**config.mk**
```make
export PLATFORM = sky130hd
export DESIGN_NAME = player_game_ctrl
export DESIGN_NICKNAME = d
export VERILOG_FILES = /design/src/rtl/game_pkg.sv /design/src/rtl/player_game_ctrl_key_scan.sv /design/src/rtl/player_game_ctrl.sv
export SDC_FILE = /design/constraint.sdc
export NUM_CORES = 1
export LEC_CHECK = 0
export BUFFER_PORTS_ARGS = -buffer_cell sky130_fd_sc_hd__buf_2
export CAP_MARGIN = 30
export CORE_UTILIZATION = 50
export CTS_BUF_LIST = sky130_fd_sc_hd__clkbuf_4 sky130_fd_sc_hd__clkbuf_8 sky130_fd_sc_hd__clkbuf_16
export CTS_CLUSTER_DIAMETER = 80
export DETAILED_ROUTE_END_ITERATION = 6
export PLACE_DENSITY_LB_ADDON = 0.15
export RECOVER_POWER = 100
export SLEW_MARGIN = 30
export SYNTH_ARGS = -nofsm -noshare
export SYNTH_HDL_FRONTEND = slang
export SYNTH_SLANG_ARGS = --single-unit
```
**constraint.sdc**
```tcl
create_clock -name frame_clk -period 2.58 [get_ports frame_clk]
set_input_delay 0.516 -clock frame_clk [delete_from_list [all_inputs] [get_ports frame_clk]]
set_output_delay 0.516 -clock frame_clk [all_outputs]
set_load 0.02 [all_outputs]
```
**src/rtl/game_pkg.sv**
```systemverilog
// rtl/game_pkg.sv - shared game state encoding, key codes and score helper
// Used by the player game sequencer and its key decoder.
package game_pkg;

  typedef enum logic [1:0] {
    TITLE = 2'd0,
    PLAY  = 2'd1,
    HIT   = 2'd2,
    OVER  = 2'd3
  } game_state_t;

  localparam logic [7:0] KEY_A     = 8'h04;
  localparam logic [7:0] KEY_D     = 8'h07;
  localparam logic [7:0] KEY_W     = 8'h1A;
  localparam logic [7:0] KEY_S     = 8'h16;
  localparam logic [7:0] KEY_ENTER = 8'h28;

  function automatic logic [15:0] sat_inc(input logic [15:0] value);
    return (value == 16'hFFFF) ? value : value + 16'd1;
  endfunction

endpackage

```
**src/rtl/player_game_ctrl_key_scan.sv**
```systemverilog
// rtl/player_game_ctrl_key_scan.sv - combinational decode of four USB HID key slots
// A key counts as pressed when any slot holds its code.
module key_scan
  import game_pkg::*;
(
  input  logic [31:0] keycode,
  output logic        left,
  output logic        right,
  output logic        up,
  output logic        down,
  output logic        enter
);

  always_comb begin
    left  = 1'b0;
    right = 1'b0;
    up    = 1'b0;
    down  = 1'b0;
    enter = 1'b0;
    for (int i = 0; i < 4; i++) begin
      if (keycode[i*8 +: 8] == KEY_A)     left  = 1'b1;
      if (keycode[i*8 +: 8] == KEY_D)     right = 1'b1;
      if (keycode[i*8 +: 8] == KEY_W)     up    = 1'b1;
      if (keycode[i*8 +: 8] == KEY_S)     down  = 1'b1;
      if (keycode[i*8 +: 8] == KEY_ENTER) enter = 1'b1;
    end
  end

endmodule

```
**src/rtl/player_game_ctrl.sv**
```systemverilog
// rtl/player_game_ctrl.sv - frame-rate game FSM driving player sprite motion
// Produces registered step commands, lives, blink and survival score.
module player_game_ctrl
  import game_pkg::*;
#(
  parameter logic [9:0] STEP          = 10'd2,
  parameter logic [1:0] LIVES_INIT    = 2'd3,
  parameter logic [7:0] INVULN_FRAMES = 8'd120,
  parameter int         BLINK_BIT     = 3
) (
  input  logic        frame_clk,
  input  logic        Reset,
  input  logic [31:0] keycode,
  input  logic        collide,
  output logic [9:0]  motion_x,
  output logic [9:0]  motion_y,
  output logic        recenter,
  output logic [1:0]  state,
  output logic [1:0]  lives,
  output logic        blink_hide,
  output logic [15:0] score
);

  logic left, right, up, down, enter_now;
  logic enter_q, start_edge;
  logic [7:0] inv_cnt;
  game_state_t state_q, state_d;
  logic [1:0]  lives_d;
  logic [15:0] score_d;
  logic [7:0]  inv_d;
  logic        recenter_d, blink_d;
  logic [9:0]  step_x, step_y, motion_x_d, motion_y_d;

  key_scan u_key_scan (
    .keycode (keycode),
    .left    (left),
    .right   (right),
    .up      (up),
    .down    (down),
    .enter   (enter_now)
  );

  assign start_edge = enter_now & ~enter_q;
  assign state      = state_q;

  // Opposite keys cancel; the negative step is the two's complement of STEP.
  assign step_x = (right & ~left) ? STEP : (left & ~right) ? (10'd0 - STEP) : 10'd0;
  assign step_y = (down & ~up)    ? STEP : (up & ~down)    ? (10'd0 - STEP) : 10'd0;

  always_comb begin
    state_d    = state_q;
    lives_d    = lives;
    score_d    = score;
    inv_d      = inv_cnt;
    recenter_d = 1'b0;
    blink_d    = 1'b0;
    motion_x_d = 10'd0;
    motion_y_d = 10'd0;
    case (state_q)
      TITLE: begin
        if (start_edge) begin
          state_d    = PLAY;
          lives_d    = LIVES_INIT;
          score_d    = 16'd0;
          recenter_d = 1'b1;
        end
      end
      PLAY: begin
        score_d = sat_inc(score);
        if (collide) begin
          if (lives == 2'd1) begin
            state_d = OVER;
            lives_d = 2'd0;
          end else begin
            state_d    = HIT;
            lives_d    = lives - 2'd1;
            inv_d      = INVULN_FRAMES - 8'd1;
            recenter_d = 1'b1;
          end
        end
      end
      HIT: begin
        score_d = sat_inc(score);
        if (inv_cnt == 8'd0) begin
          state_d = PLAY;
        end else begin
          inv_d   = inv_cnt - 8'd1;
          blink_d = inv_cnt[BLINK_BIT];
        end
      end
      OVER: begin
        if (start_edge) state_d = TITLE;
      end
      default: state_d = TITLE;
    endcase
    // Motion follows the state the sprite will be in, and is muted on a recenter frame.
    if ((state_d == PLAY || state_d == HIT) && !recenter_d) begin
      motion_x_d = step_x;
      motion_y_d = step_y;
    end
  end

  always_ff @(posedge frame_clk or posedge Reset) begin
    if (Reset) begin
      state_q    <= TITLE;
      lives      <= LIVES_INIT;
      motion_x   <= 10'd0;
      motion_y   <= 10'd0;
      recenter   <= 1'b0;
      blink_hide <= 1'b0;
      score      <= 16'd0;
      inv_cnt    <= 8'd0;
      enter_q    <= 1'b0;
    end else begin
      state_q    <= state_d;
      lives      <= lives_d;
      motion_x   <= motion_x_d;
      motion_y   <= motion_y_d;
      recenter   <= recenter_d;
      blink_hide <= blink_d;
      score      <= score_d;
      inv_cnt    <= inv_d;
      enter_q    <= enter_now;
    end
  end

endmodule
```
**Yosys cells after proc, flatten, opt, wreduce, memory -nomap -nowiden**

Index checks and enable logic that the tools add are counted.

- Add/subtract/negate cells: 3
- Bitwise gates (word level): 10
- Equality and inequality tests: 32
- Multiplexer cells: 49
- Reduce and logical (&&, ||, !) cells: 12

Operators by type and width:

| operator | number |
|---|---|
| equality test 8 x 3 -> 1 bit (second input constant) | 8 |
| equality test 8 x 5 -> 1 bit (second input constant) | 8 |
| 2-to-1 mux 10 bit | 6 |
| equality test 8 x 6 -> 1 bit (second input constant) | 4 |
| 2-to-1 mux 16 bit | 2 |
| one-hot mux 16 bit (2 select lines) | 1 |
| 2-to-1 mux 1 bit | 26 |
| 2-to-1 mux 8 bit | 3 |
| adder 16 x 1 -> 16 bit (second input constant) | 1 |
| equality test 16 bit (second input constant) | 1 |
| one-hot mux 8 bit (2 select lines) | 1 |
| 2-to-1 mux 2 bit | 7 |
| != test 2 bit (second input constant) | 5 |
| logical NOT 8 bit | 1 |
| one-hot mux 2 bit (4 select lines) | 1 |
| subtractor 8 x 1 -> 8 bit (second input constant) | 1 |
| equality test 2 x 1 -> 1 bit (second input constant) | 3 |
| equality test 2 bit (second input constant) | 3 |
| AND reduction 3 bit | 2 |
| nonzero test 2 bit | 3 |
| bitwise AND 1 bit | 5 |
| inverter 1 bit | 5 |
| one-hot mux 2 bit (2 select lines) | 1 |
| AND reduction 4 bit | 1 |
| 7 further kinds | 7 |

- Word-level logic and storage cells: 115
- Output and inout bits: 42
- Register bits: 51

**Logic depth before layout (Yosys ltp)**

- Depth after elaboration: 12
- Depth in mapped cells: 9
- Mapped depth without buffers: 8

**Hierarchy**

Synthesis repeated with hierarchy kept, for this count alone.

- Cells, all modules: 273
- Area, all modules: 2562.5 um^2

Modules (own cells, without submodules):

| module | sequential area each (um^2) | cells each | times used | area an instance (um^2) |
|---|---|---|---|---|
| player_game_ctrl | 878.3 | 228 | 1 | 2173.3 |
| key_scan | 0.0 | 45 | 1 | 389.1 |

**Least setup slack after synthesis**

OpenSTA, ideal clock, no wires.

- Path type: reg-to-reg
- Start: reg state_q[0] (netlist: state[0])
- End: reg inv_cnt[5]
- Buffers on the path: 1
- Setup slack: 392 ps
- Required time: 2445 ps
- Period minus slack after synthesis: 2188 ps
- Data arrival time: 2053 ps
- Stages on the path, launching flop included: 10
- Cells stage by stage: dfrtp_1 inv_1 ha_1 clkbuf_1 inv_1 o21ai_0 nand4b_1 nor3_1 xnor2_1 o21ai_0

- Cells in the longest elaborated chain, start to end: 3
- Elaborated cells on any way between the ends: 8
- Classes of those cells: eq/ne (5); mux (1); reduce/logical (2)

RTL lines:

| item | RTL line | text |
|---|---|---|
| start: declaration | player_game_ctrl.sv:27 | `game_state_t state_q, state_d;` |
| start signal: assignment | player_game_ctrl.sv:115 | `state_q <= state_d;` |
| equality test 2 bit / equality test 2 x 1 -> 1 bit (equally long branches) | player_game_ctrl.sv:59 | `case (state_q)` |
| != test 2 bit (no source line) / nonzero test 2 bit (equally long branches) | - |  |
| AND reduction 4 bit (no source line) | - |  |
| end signal: assignment | player_game_ctrl.sv:122 | `inv_cnt <= inv_d;` |
| end: declaration | player_game_ctrl.sv:26 | `logic [7:0] inv_cnt;` |

Parallel ways exist; a longest one is shown, timed or not.
A chain may end at the register's enable or synchronous reset.

**Worst setup path after layout**

- Start: in keycode[28]
- End: reg motion_y[8]

- Cells in the longest elaborated chain, start to end: 9
- Elaborated cells on any way between the ends: 24
- Classes of those cells: eq/ne (5); mux (11); bitwise (5); reduce/logical (3)

RTL lines:

| item | RTL line | text |
|---|---|---|
| start: declaration | player_game_ctrl.sv:13 | `input logic [31:0] keycode,` |
| equality test 8 x 6 -> 1 bit | player_game_ctrl_key_scan.sv:25 | `if (keycode[i*8 +: 8] == KEY_ENTER) enter = 1'b1;` |
| 2-to-1 mux 1 bit | player_game_ctrl_key_scan.sv:25 |  |
| bitwise AND 1 bit | player_game_ctrl.sv:43 | `assign start_edge = enter_now & ~enter_q;` |
| 2-to-1 mux 2 bit (on tied branches) | player_game_ctrl.sv:92, player_game_ctrl.sv:61 |  |
| one-hot mux 2 bit (4 select lines) | player_game_ctrl.sv:59 |  |
| equality test 2 x 1 -> 1 bit / equality test 2 bit (equally long branches) | player_game_ctrl.sv:97 | `if ((state_d == PLAY \|\| state_d == HIT) && !recenter_d) begin` |
| logical OR 1 bit | player_game_ctrl.sv:97 |  |
| logical AND 1 bit | player_game_ctrl.sv:97 |  |
| 2-to-1 mux 10 bit (*) | player_game_ctrl.sv:97 |  |
| end signal: assignment | player_game_ctrl.sv:118 | `motion_y <= motion_y_d;` |
| end: declaration | player_game_ctrl.sv:16 | `output logic [9:0] motion_y,` |

Mark *: on every way between the ends. The rest lies on a longest branch, timed or not.

==> summary.txt <==
====================================================================================================
Run status ............................................................................ finished, violations left
Failing checks ........................................................................ max-capacitance violations, max-slew violations
Fraction of power consumed by the clock network .......................................        0.207
Dominant combinational cell family by area after synthesis ............................ simple AND/OR/NAND/NOR gates
Critical Path, Cell by Cell ........................................................... clkbuf_1 -> nor4b_1 -> nand3_1 -> a41oi_1 -> clkbuf_1 -> nor3_1 -> or3_1 -> a21oi_1
Compound-Gate Fraction of Synth Area ..................................................        0.166
Final hold violations .................................................................            0
Initial antenna violation count .......................................................            0
Peak clock frequency supported by timing ..............................................      435 MHz
Number of global-route vias before repair .............................................         2075
Crit path max-delay cell type ......................................................... sky130_fd_sc_hd__or3_1
Layout fillers ........................................................................          462
Layout Nets ...........................................................................          405
Endpoint class of the critical path ...................................................     register
CTS Root Cell ......................................................................... sky130_fd_sc_hd__clkbuf_8
Vias post-DR ..........................................................................         2408
Origin of the worst min-delay path ....................................................     lives[0]
Part of the Yosys area used for sequential elements ...................................        0.347
Hold Path Depth .......................................................................            2
Setup repair bufs after CTS ...........................................................            0
Number of buffers inserted by port buffering ..........................................           74
Switch Pwr ............................................................................       790 uW
Crit-path max FO ......................................................................            7
Average instance area after synthesis .................................................     8.60 um2
Weighted congestion reported at the end of routability-driven placement ...............        0.854
Layout Area Growth over Synthesis .....................................................        14.6%
Deepest level of the CTS H-tree .......................................................            2
EDFF count, synth .....................................................................            0
FF+latch count, synth .................................................................           35
Mux share of post-synthesis cell area .................................................       0.0173
Post-synthesis simple-gate area fraction ..............................................        0.316
HP Class .............................................................................. register to register
Maximum vdd drop ......................................................................       431 uV
Worst Clk Skew ........................................................................   0.00412 ns
Largest cells by area after synthesis ................................................. sky130_fd_sc_hd__dfrtp_1 (33%), sky130_fd_sc_hd__ha_1 (4.9%), sky130_fd_sc_hd__buf_4 (4.8%), sky130_fd_sc_hd__nand2_1 (3.7%), sky130_fd_sc_hd__a21oi_1 (3.6%)
Global routing usage on met1 ..........................................................        0.312
Switching fraction of total power .....................................................        0.410
Sum of negative setup slack ...........................................................         0 ns
Detailed Route WL .....................................................................      5530 um
Standard-cell rows ....................................................................           25
First-pass GRT wire length ............................................................      9330 um
Grt met3 use ..........................................................................       0.0552
Share of total power in sequential cells ..............................................        0.375
Reg-to-reg startpoint .................................................................     state[0]
Clock-pin slew reported for the worst setup and hold paths after clock tree synthesis .      0.07 ns
Count of boundary I/O pins ............................................................           77
Height of the chip ....................................................................      73.1 um
Core region area ......................................................................  0.00479 mm2
Startpoint type of the worst setup path ...............................................    input pin
Required time at the worst-slack endpoint .............................................      2.79 ns
Per-cell routed wire length ...........................................................      12.9 um
Clk sinks .............................................................................           35
FF-to-FF setup slack ..................................................................      0.32 ns
Most crowded layer after global routing ...............................................         met2
Layout cell share with drive strength beyond 1 ........................................        0.152
Dominant cell type by count on the critical path ...................................... sky130_fd_sc_hd__clkbuf_1
PwrDens ...............................................................................   666 mW/mm2
Stage delay of the slowest cell on the critical path ..................................      0.41 ns
Number of iterations in the first detailed-routing pass ...............................            5
Global routing met2 resource utilization ..............................................        0.352
Post-Route Hold Slack .................................................................     0.551 ns
Main flop type after synthesis ........................................................ sky130_fd_sc_hd__dfrtp_1
Instance count of the mapped netlist ..................................................          294
Clock tree from TritonCTS .............................................................         done
Effective utilization at floorplan ....................................................        0.528
Tightest slew margin relative to the limit ............................................       -0.246
Async set-reset flop share out of synthesis ...........................................         1.00
Synth area leader ..................................................................... sky130_fd_sc_hd__dfrtp_1
Number of buffers created by CTS ......................................................            5
Overall track demand over capacity in global routing ..................................        0.225
Final setup violation count ...........................................................            0
Post-DR vias/cell .....................................................................         5.63
Remaining routing DRC violations ......................................................            0
Post-DP HPWL ..........................................................................      4160 um
Insertion delay to the later sink of the worst-skew pair ..............................      0.28 ns
Slew of the pin with the lowest slew margin ...........................................      1.87 ns
Post-synthesis instance area ..........................................................  0.00253 mm2
XOR/XNOR Fraction of Synth Area .......................................................       0.0173
Die area ..............................................................................  0.00535 mm2
Final Critical Period .................................................................      2.30 ns
Antenna fix cells .....................................................................            0
Largest net degree at the start of global routing .....................................           36
Hold-fix buffer count after cts .......................................................            0
Max-cap viol count ....................................................................            1
Sum of internal, switching and leakage power ..........................................      1930 uW
Hold-critical path endpoint ...........................................................     lives[0]
Final period utilization ..............................................................        0.891
GR Overflow Total .....................................................................            0
Adder and majority gate portion of the synthesized area ...............................       0.0495
Reg2reg path depth ....................................................................            7
Width of the chip .....................................................................      73.1 um
Unique cell type count in the Yosys netlist ...........................................           55
First DRT Iteration DRCs ..............................................................          146
Destination of the worst register-to-register timing path .............................  motion_y[8]
Number of buffers between clock root and the deepest sink .............................            2
Number of max-slew violations in the final report .....................................           36
Worst setup path category ............................................................. input pin to register
Logic gate share of total power .......................................................        0.417
Setup repair after global routing missed its margin ...................................        false
Internal power contribution ...........................................................      1140 uW
Share of the synthesized area in the top cell type ....................................        0.327
Leakage power total ...................................................................   0.00118 uW
Cells resized by post-CTS repair ......................................................            0
Syn. warnings .........................................................................            0
Post-detailed-route count of antenna-violating nets ...................................            0
Arrival time at the worst endpoint ....................................................      2.50 ns
====================================================================================================
[registers in the layout, summed over array words and instances (netlist names)]
register	flops
lives	2
motion_x	2
inv_cnt	8
enter_q	1
blink_hide	1
score	16
motion_y	2
recenter	1
state	2
[power by group through the flow]
stage | clock (uW) | sequential, uW | combinational [uW]
2_1_floorplan | 0 | 784 | 541
3_3_place_gp | 0 | 731 | 813
3_5_place_dp | 0 | 732 | 826
4_1_cts | 416 | 722 | 828
5_1_grt | 442 | 736 | 899
6_report | 400 | 724 | 805
[per-layer routing]
| layer | up-vias | share of wire |
|---|---|---|
| met1 | 1113 | 0.47 |
| met2 | 81 | 0.46 |
| met5 | - | 0 |
| met4 | 0 | 0.012 |
| met3 | 7 | 0.059 |
| li1 | 1207 | - |
[cells in the final DEF, fill, tap and decap left out, drive strengths merged, types with 4 or more instances in the layout]
cell     n
xnor2    4
or3     10
clkbuf  51
nand3   19
inv     14
and4     4
nor3    12
o21ai   17
nand2   25
a22oi    4
nand3b   6
buf     39
or4      6
o31ai    5
dfrtp   33
nand4    4
ha      10
a21oi   18
nor2    22
nor4b    7
nor4     5
[synthesized netlist by cell type, types with 10 or more instances]
cell,instances
sky130_fd_sc_hd__nand2_1,25
sky130_fd_sc_hd__buf_4,16
sky130_fd_sc_hd__dfrtp_1,33
sky130_fd_sc_hd__inv_1,14
sky130_fd_sc_hd__ha_1,10
sky130_fd_sc_hd__nor2_1,22
sky130_fd_sc_hd__or3_1,10
sky130_fd_sc_hd__nand3_1,18
sky130_fd_sc_hd__a21oi_1,18
sky130_fd_sc_hd__nor3_1,12
sky130_fd_sc_hd__o21ai_0,17
[per-stage QoR]
step	worst slack, ns	util	cell area, um2	instances
after floorplan	0.392	-	2530	295
after global placement	0.171	0.604	2890	420
after detailed placement	0.134	0.604	2890	420
after CTS	0.309	0.622	2980	428
after global routing	0.0862	0.605	2900	428
final	0.282	0.605	2900	428
[cell families (layout without fill, tap and decap cells)]
logic type / Yosys count / count (layout)
buf+inv: 39 / 105
simple gates: 138 / 138
xor+xnor: 5 / 5
fa+ha+maj: 10 / 10
other cells: 1 / 2
flops: 35 / 35
compound gates: 63 / 63
mux: 3 / 3
[critical path: cells and delay by family]
family	cells	cell delay (ns)
AOI/OAI and AO/OA	2	0.53
buffers and inverters	2	0.41
and+or+nand+nor	4	1.05
[area by class of cell]
cell class	count	area [um2]	area share
multi-input combinational	221	1420	0.490
sequential	35	878	0.303
clock inverter	1	5.00	0.00173
timing repair buffer	83	375	0.130
clock buffer	7	83.8	0.0289
inverter	14	52.6	0.0181
tap	67	83.8	0.0289
[worst max path at each step]
stage | endpoint | startpoint | depth (start not counted) | slack (ns)
after floorplan | inv_cnt[5] | state[0] | 9 | 0.39
after global routing | motion_x[8] | keycode[28] | 8 | 0.09
after CTS | motion_y[1] | state[0] | 7 | 0.31
after detailed placement | score[9] | keycode[28] | 7 | 0.13
final | motion_y[8] | keycode[28] | 8 | 0.28
after global placement | score[14] | keycode[28] | 7 | 0.17
Power figures use the tool's default switching activity.
